### src/rtl/alu_arbiter.sv
// Two-port front end for one shared combinational ALU: arbitrates, latches the
// winning request, runs it for one cycle and returns a tagged, held response.
module alu_arbiter #(
    parameter int unsigned XLEN       = 32,
    parameter int unsigned OPW        = 5,
    parameter int unsigned FIXED_PRIO = 0
) (
    input  logic              clk,
    input  logic              rst,
    input  logic [1:0]        req_valid,
    output logic [1:0]        req_ready,
    input  logic [2*XLEN-1:0] req_a,
    input  logic [2*XLEN-1:0] req_b,
    input  logic [2*OPW-1:0]  req_op,
    input  logic [2*XLEN-1:0] req_pc,
    output logic [XLEN-1:0]   alu_a,
    output logic [XLEN-1:0]   alu_b,
    output logic [OPW-1:0]    alu_op,
    output logic [XLEN-1:0]   alu_pc,
    input  logic [XLEN-1:0]   alu_c,
    input  logic              alu_zero,
    output logic              rsp_valid,
    input  logic              rsp_ready,
    output logic              rsp_id,
    output logic [XLEN-1:0]   rsp_c,
    output logic              rsp_zero,
    output logic              rsp_err
);

    typedef enum logic [1:0] {
        IDLE = 2'd0,
        EXEC = 2'd1,
        RESP = 2'd2
    } state_e;

    localparam logic [OPW-1:0] OP_NOP  = '0;
    localparam logic [OPW-1:0] OP_LAST = OPW'(17);

    state_e            state_q, state_d;
    logic              rr_q, rr_d;
    logic [XLEN-1:0]   a_q, a_d, b_q, b_d, pc_q, pc_d;
    logic [OPW-1:0]    op_q, op_d;
    logic              id_q, id_d;
    logic              rsp_valid_q, rsp_valid_d;
    logic              rsp_id_q, rsp_id_d;
    logic [XLEN-1:0]   rsp_c_q, rsp_c_d;
    logic              rsp_zero_q, rsp_zero_d;
    logic              rsp_err_q, rsp_err_d;

    logic [1:0]        grant;
    logic              sel;
    logic              illegal;
    logic              in_exec;

    always_comb begin
        grant = '0;
        if (state_q == IDLE) begin
            case (req_valid)
                2'b01:   grant = 2'b01;
                2'b10:   grant = 2'b10;
                2'b11:   grant = ((FIXED_PRIO != 0) || !rr_q) ? 2'b01 : 2'b10;
                default: grant = '0;
            endcase
        end
    end

    assign req_ready = grant;
    assign sel       = grant[1];
    assign illegal   = (op_q > OP_LAST);
    assign in_exec   = (state_q == EXEC);

    // ALU inputs are gated to zero/nop outside EXEC so the shared unit stays quiet.
    assign alu_a  = in_exec ? a_q  : '0;
    assign alu_b  = in_exec ? b_q  : '0;
    assign alu_pc = in_exec ? pc_q : '0;
    assign alu_op = (in_exec && !illegal) ? op_q : OP_NOP;

    always_comb begin
        state_d     = state_q;
        rr_d        = rr_q;
        a_d         = a_q;
        b_d         = b_q;
        op_d        = op_q;
        pc_d        = pc_q;
        id_d        = id_q;
        rsp_valid_d = rsp_valid_q;
        rsp_id_d    = rsp_id_q;
        rsp_c_d     = rsp_c_q;
        rsp_zero_d  = rsp_zero_q;
        rsp_err_d   = rsp_err_q;
        case (state_q)
            IDLE: begin
                if (|grant) begin
                    a_d     = sel ? req_a[2*XLEN-1:XLEN]  : req_a[XLEN-1:0];
                    b_d     = sel ? req_b[2*XLEN-1:XLEN]  : req_b[XLEN-1:0];
                    pc_d    = sel ? req_pc[2*XLEN-1:XLEN] : req_pc[XLEN-1:0];
                    op_d    = sel ? req_op[2*OPW-1:OPW]   : req_op[OPW-1:0];
                    id_d    = sel;
                    rr_d    = ~sel;
                    state_d = EXEC;
                end
            end
            EXEC: begin
                rsp_valid_d = 1'b1;
                rsp_id_d    = id_q;
                rsp_err_d   = illegal;
                rsp_c_d     = illegal ? '0   : alu_c;
                rsp_zero_d  = illegal ? 1'b1 : alu_zero;
                state_d     = RESP;
            end
            RESP: begin
                if (rsp_ready) begin
                    rsp_valid_d = 1'b0;
                    state_d     = IDLE;
                end
            end
            default: state_d = IDLE;
        endcase
    end

    always_ff @(posedge clk) begin
        if (rst) begin
            state_q     <= IDLE;
            rr_q        <= 1'b0;
            a_q         <= '0;
            b_q         <= '0;
            op_q        <= '0;
            pc_q        <= '0;
            id_q        <= 1'b0;
            rsp_valid_q <= 1'b0;
            rsp_id_q    <= 1'b0;
            rsp_c_q     <= '0;
            rsp_zero_q  <= 1'b0;
            rsp_err_q   <= 1'b0;
        end else begin
            state_q     <= state_d;
            rr_q        <= rr_d;
            a_q         <= a_d;
            b_q         <= b_d;
            op_q        <= op_d;
            pc_q        <= pc_d;
            id_q        <= id_d;
            rsp_valid_q <= rsp_valid_d;
            rsp_id_q    <= rsp_id_d;
            rsp_c_q     <= rsp_c_d;
            rsp_zero_q  <= rsp_zero_d;
            rsp_err_q   <= rsp_err_d;
        end
    end

    assign rsp_valid = rsp_valid_q;
    assign rsp_id    = rsp_id_q;
    assign rsp_c     = rsp_c_q;
    assign rsp_zero  = rsp_zero_q;
    assign rsp_err   = rsp_err_q;

endmodule

### config.mk
export PLATFORM = sky130hd
export DESIGN_NAME = alu_arbiter
export DESIGN_NICKNAME = d
export VERILOG_FILES = /design/src/rtl/alu_arbiter.sv
export SDC_FILE = /design/constraint.sdc
export NUM_CORES = 1
export LEC_CHECK = 0
export BUFFER_PORTS_ARGS = -buffer_cell sky130_fd_sc_hd__buf_2
export CAP_MARGIN = 15
export CORE_AREA = 2 2 147 149
export DETAILED_ROUTE_END_ITERATION = 6
export DIE_AREA = 0 0 149 151
export PLACE_DENSITY = 0.65
export SYNTH_ARGS = -nofsm -noshare
export SYNTH_HDL_FRONTEND = slang
export SYNTH_SLANG_ARGS = --single-unit
### constraint.sdc
create_clock -name clk -period 5.2 [get_ports clk]
set_clock_uncertainty 0.2 [all_clocks]
set_input_delay 0.26 -clock clk [delete_from_list [all_inputs] [get_ports clk]]
set_output_delay 0.26 -clock clk [all_outputs]
set_load 0.005 [all_outputs]
==> flow_summary_export.csv <==
group,metric,value,unit
critical_path,cp_top_family,"buffers and inverters",
clock_tree,htreeDepth,4,
global_routing,grt_overflow,0,
critical_path,worstPathArrival,2.89,ns
global_routing,grt_max_degree,84,
final_layout,drive_above_1_share,0.341,
sta,tightest_slew,1.09,ns
critical_path,cp_data_required_time,5.36,ns
final_layout,areaGrowthSynthToFinish,64.3,%
logic_synthesis,yosys_most_used_dff,"dfxtp_1",
global_routing,antenna_found_initial,2,
detailed_routing,drt-pass1-iter-count,5,
power_and_ir_drop,seqPwrFrac,0.402,
logic_synthesis,synth.avg_cell_area,8.38,µm²
power_and_ir_drop,internal_power,0.00221,W
logic_synthesis,synth.distinct_cells,32,
die,fp-row-count,53,
die,die_x,149,µm
die,ios,379,
sta,hold_viol_final,0,
clock_tree,cts_setup_buffers,0,
flow_run,maxCapViolCount,0,
power_and_ir_drop,swShare,0.284,
power_and_ir_drop,combPwrFrac,0.200,
detailed_routing,postRouteAntennaNets,0,
clock_tree,cts_buffer_depth,2,
clock_tree,cts_sinks,141,
clock_tree,ctsResizeCount,0,
critical_path,worst_path_max_delay_cell,"buf_4",
power_and_ir_drop,vdd_drop_max,175,µV
logic_synthesis,synth.cell_area,6490,µm²
detailed_routing,avgViaCountPerCell,4.92,
final_layout,final_nets,1501,
die,dieArea,22500,µm²
critical_path,crit_path_max_fanout,53,
logic_synthesis,yosys.area.top_type,"dfxtp_1",
sta,hold_ws,0.0412,ns
critical_path,critPathKind,"reg -> reg",
logic_synthesis,synthArstFlopShare,0,
logic_synthesis,ys_seq_area_frac,0.435,
power_and_ir_drop,p_total,0.00309,W
final_layout,final_util,0.512,
sta,period_needed,2.73,ns
final_layout,multi_input_area,3010,µm²
placed_design,place_ws,2.36,ns
logic_synthesis,syn-num-nets,1015,
placed_design,gp_congestion,0.783,
logic_synthesis,yosys-top-cells-area,"dfxtp_1 (43%), a221o_1 (13%), and2_1 (9.2%)",
logic_synthesis,synth.most_common_cell,"dfxtp_1",
sta,fmax,367,MHz
logic_synthesis,synth_common_cells,"dfxtp_1 (141), and2_1 (96), inv_1 (86)",
critical_path,worst-path-buf-inv,2,
clock_tree,path_clk_slew,0.06,ns
power_and_ir_drop,p_clk_frac,0.397,
sta,timing.final.ws_setup,2.47,ns
global_routing,grt_pass1_vias,7662,
critical_path,max_stage_delay,0.60,ns
detailed_routing,postRouteWirelength,24.3,mm
logic_synthesis,synthCells,775,
power_and_ir_drop,leakage,5.28,nW
die,fp.coreArea,20800,µm²
min_path,hold_path.class,"in -> reg",
final_layout,seq_area,2820,µm²
clock_tree,clk_latency,0.42,ns
logic_synthesis,yosysTopAreaCellShare,0.435,
placed_design,hpwl,15.6,mm
sta,timing.setup.tns,0,ns
sta,drv_slew,0,
power_and_ir_drop,switchingPower,0.000877,W
detailed_routing,vias,7624,
sta,rsz0062_at_grt,"false",
logic_synthesis,ys_warn_count,0,
critical_path,worstSetupStartpointType,"flop",
global_routing,grt_pass1_wl,38.1,mm
critical_path,end_kind,"flop",
detailed_routing,wl_per_cell,15.7,µm
placed_design,port_buffers,378,
sta,slew_headroom,0.274,
die,die-height,151,µm
die,initial_core_util,0.312,
clock_tree,cts_buffers,17,
detailed_routing,drc,0,
clock_tree,cts_tree,"built",
critical_path,path_cells,"a21bo_4, buf_4, o21ai_0, a31oi_1, dlygate4sd3_1",
power_and_ir_drop,p_per_area,290,nW/µm²
outcome,status,"finished, final reports clean",
sta,finalCritPeriodShare,0.524,
clock_tree,cts_root_buf,"clkbuf_16",
sta,setup_viol,0,
logic_synthesis,synth_edf_count,0,
logic_synthesis,ys_ff_latch,141,
global_routing,grtUsageTotal,0.211,
detailed_routing,drtIter0Drc,395,
final_layout,fill_cells,1916,
-- repair_timing --
action | in CTS | in global routing
endpoints found under the setup margin | 0 | 0
hold endpoints to repair | 136 | 0
hold buffers | 154 | 0
-- metrics by stage --
step,cells,instance area [µm²]
after global placement,1362,8500
after global routing,1551,10700
after detailed placement,1363,8530
after CTS,1549,10700
final,1551,10700
after floorplan,775,6490
-- final timing paths --
path,start,end,slack [ns],cells after the start
min reg2reg,id_q$_SDFFE_PP0P_,rsp_id$_SDFFE_PP0N_,0.25,2
max reg2reg,rr_q$_SDFFE_PP0P_,a_q[5]$_SDFFE_PP0P_,2.47,5
max,rr_q$_SDFFE_PP0P_,a_q[5]$_SDFFE_PP0P_,2.47,5
min,req_valid[0],state_q[0]$_SDFFE_PP0P_,0.04,3
-- power by group through the flow --
stage / sequential [W] / combinational [W] / clock, W
CTS: 0.00124 / 0.000618 / 0.00126
detailed placement: 0.00126 / 0.000516 / 0
global route: 0.00126 / 0.000684 / 0.00130
finish: 0.00124 / 0.000619 / 0.00123
floorplan: 0.00125 / 0.000300 / 0
global placement: 0.00126 / 0.000505 / 0
-- cell usage in the layout, fill, tap and decap left out, drive strengths merged --
cell	n
buf	393
inv	91
nand3b	1
or2	2
a21boi	1
dfxtp	141
and2	96
nand2	36
o221a	1
o21ai	23
nand3	51
nor3	83
o31ai	1
bufinv	1
a31oi	19
nor2	2
clkinv	4
and3	5
a221o	82
nor2b	3
a21bo	1
clkinvlp	2
a21oi	38
diode	2
o41ai	19
dlygate4sd3	154
nand2b	1
or3	2
clkbuf	20
or3b	1
-- state kept, by name, indices dropped and copies added, names as in the netlist --
register,count
rsp_id,1
pc_q,32
op_q,5
id_q,1
rr_q,1
a_q,32
rsp_valid,1
rsp_c,32
b_q,32
state_q,2
rsp_zero,1
rsp_err,1
-- metal layers --
layer | vias to the layer above | share of wire | GRT usage
met5 | - | 0 | 0
met1 | 3517 | 0.40 | 0.240
met2 | 345 | 0.50 | 0.377
met3 | 37 | 0.083 | 0.0608
li1 | 3725 | - | -
met4 | 0 | 0.022 | 0.0757
-- cells by family after synthesis --
kind of cell,after synthesis,synth area share
buffers and inverters,166,0.107
DFF,141,0.435
AOI/OAI and AO/OA,185,0.224
and+or+nand+nor,283,0.235
-- worst register-to-register path: cells and delay by family (launching register included) --
kind	cells	cell delay [ns]
buf+inv	2	1.18
compound gates	3	0.92
flops	1	0.38
-- area by class of cell --
class,instances,area share
Multi-Input combinational cell,468,0.283
Timing Repair Buffer,547,0.334
Clock buffer,20,0.0437
Antenna cell,2,0.000469
Sequential cell,141,0.265
Inverter,86,0.0303
Tap cell,275,0.0323
Clock inverter,12,0.0118
No activity file was read; power rests on OpenSTA's default activity.
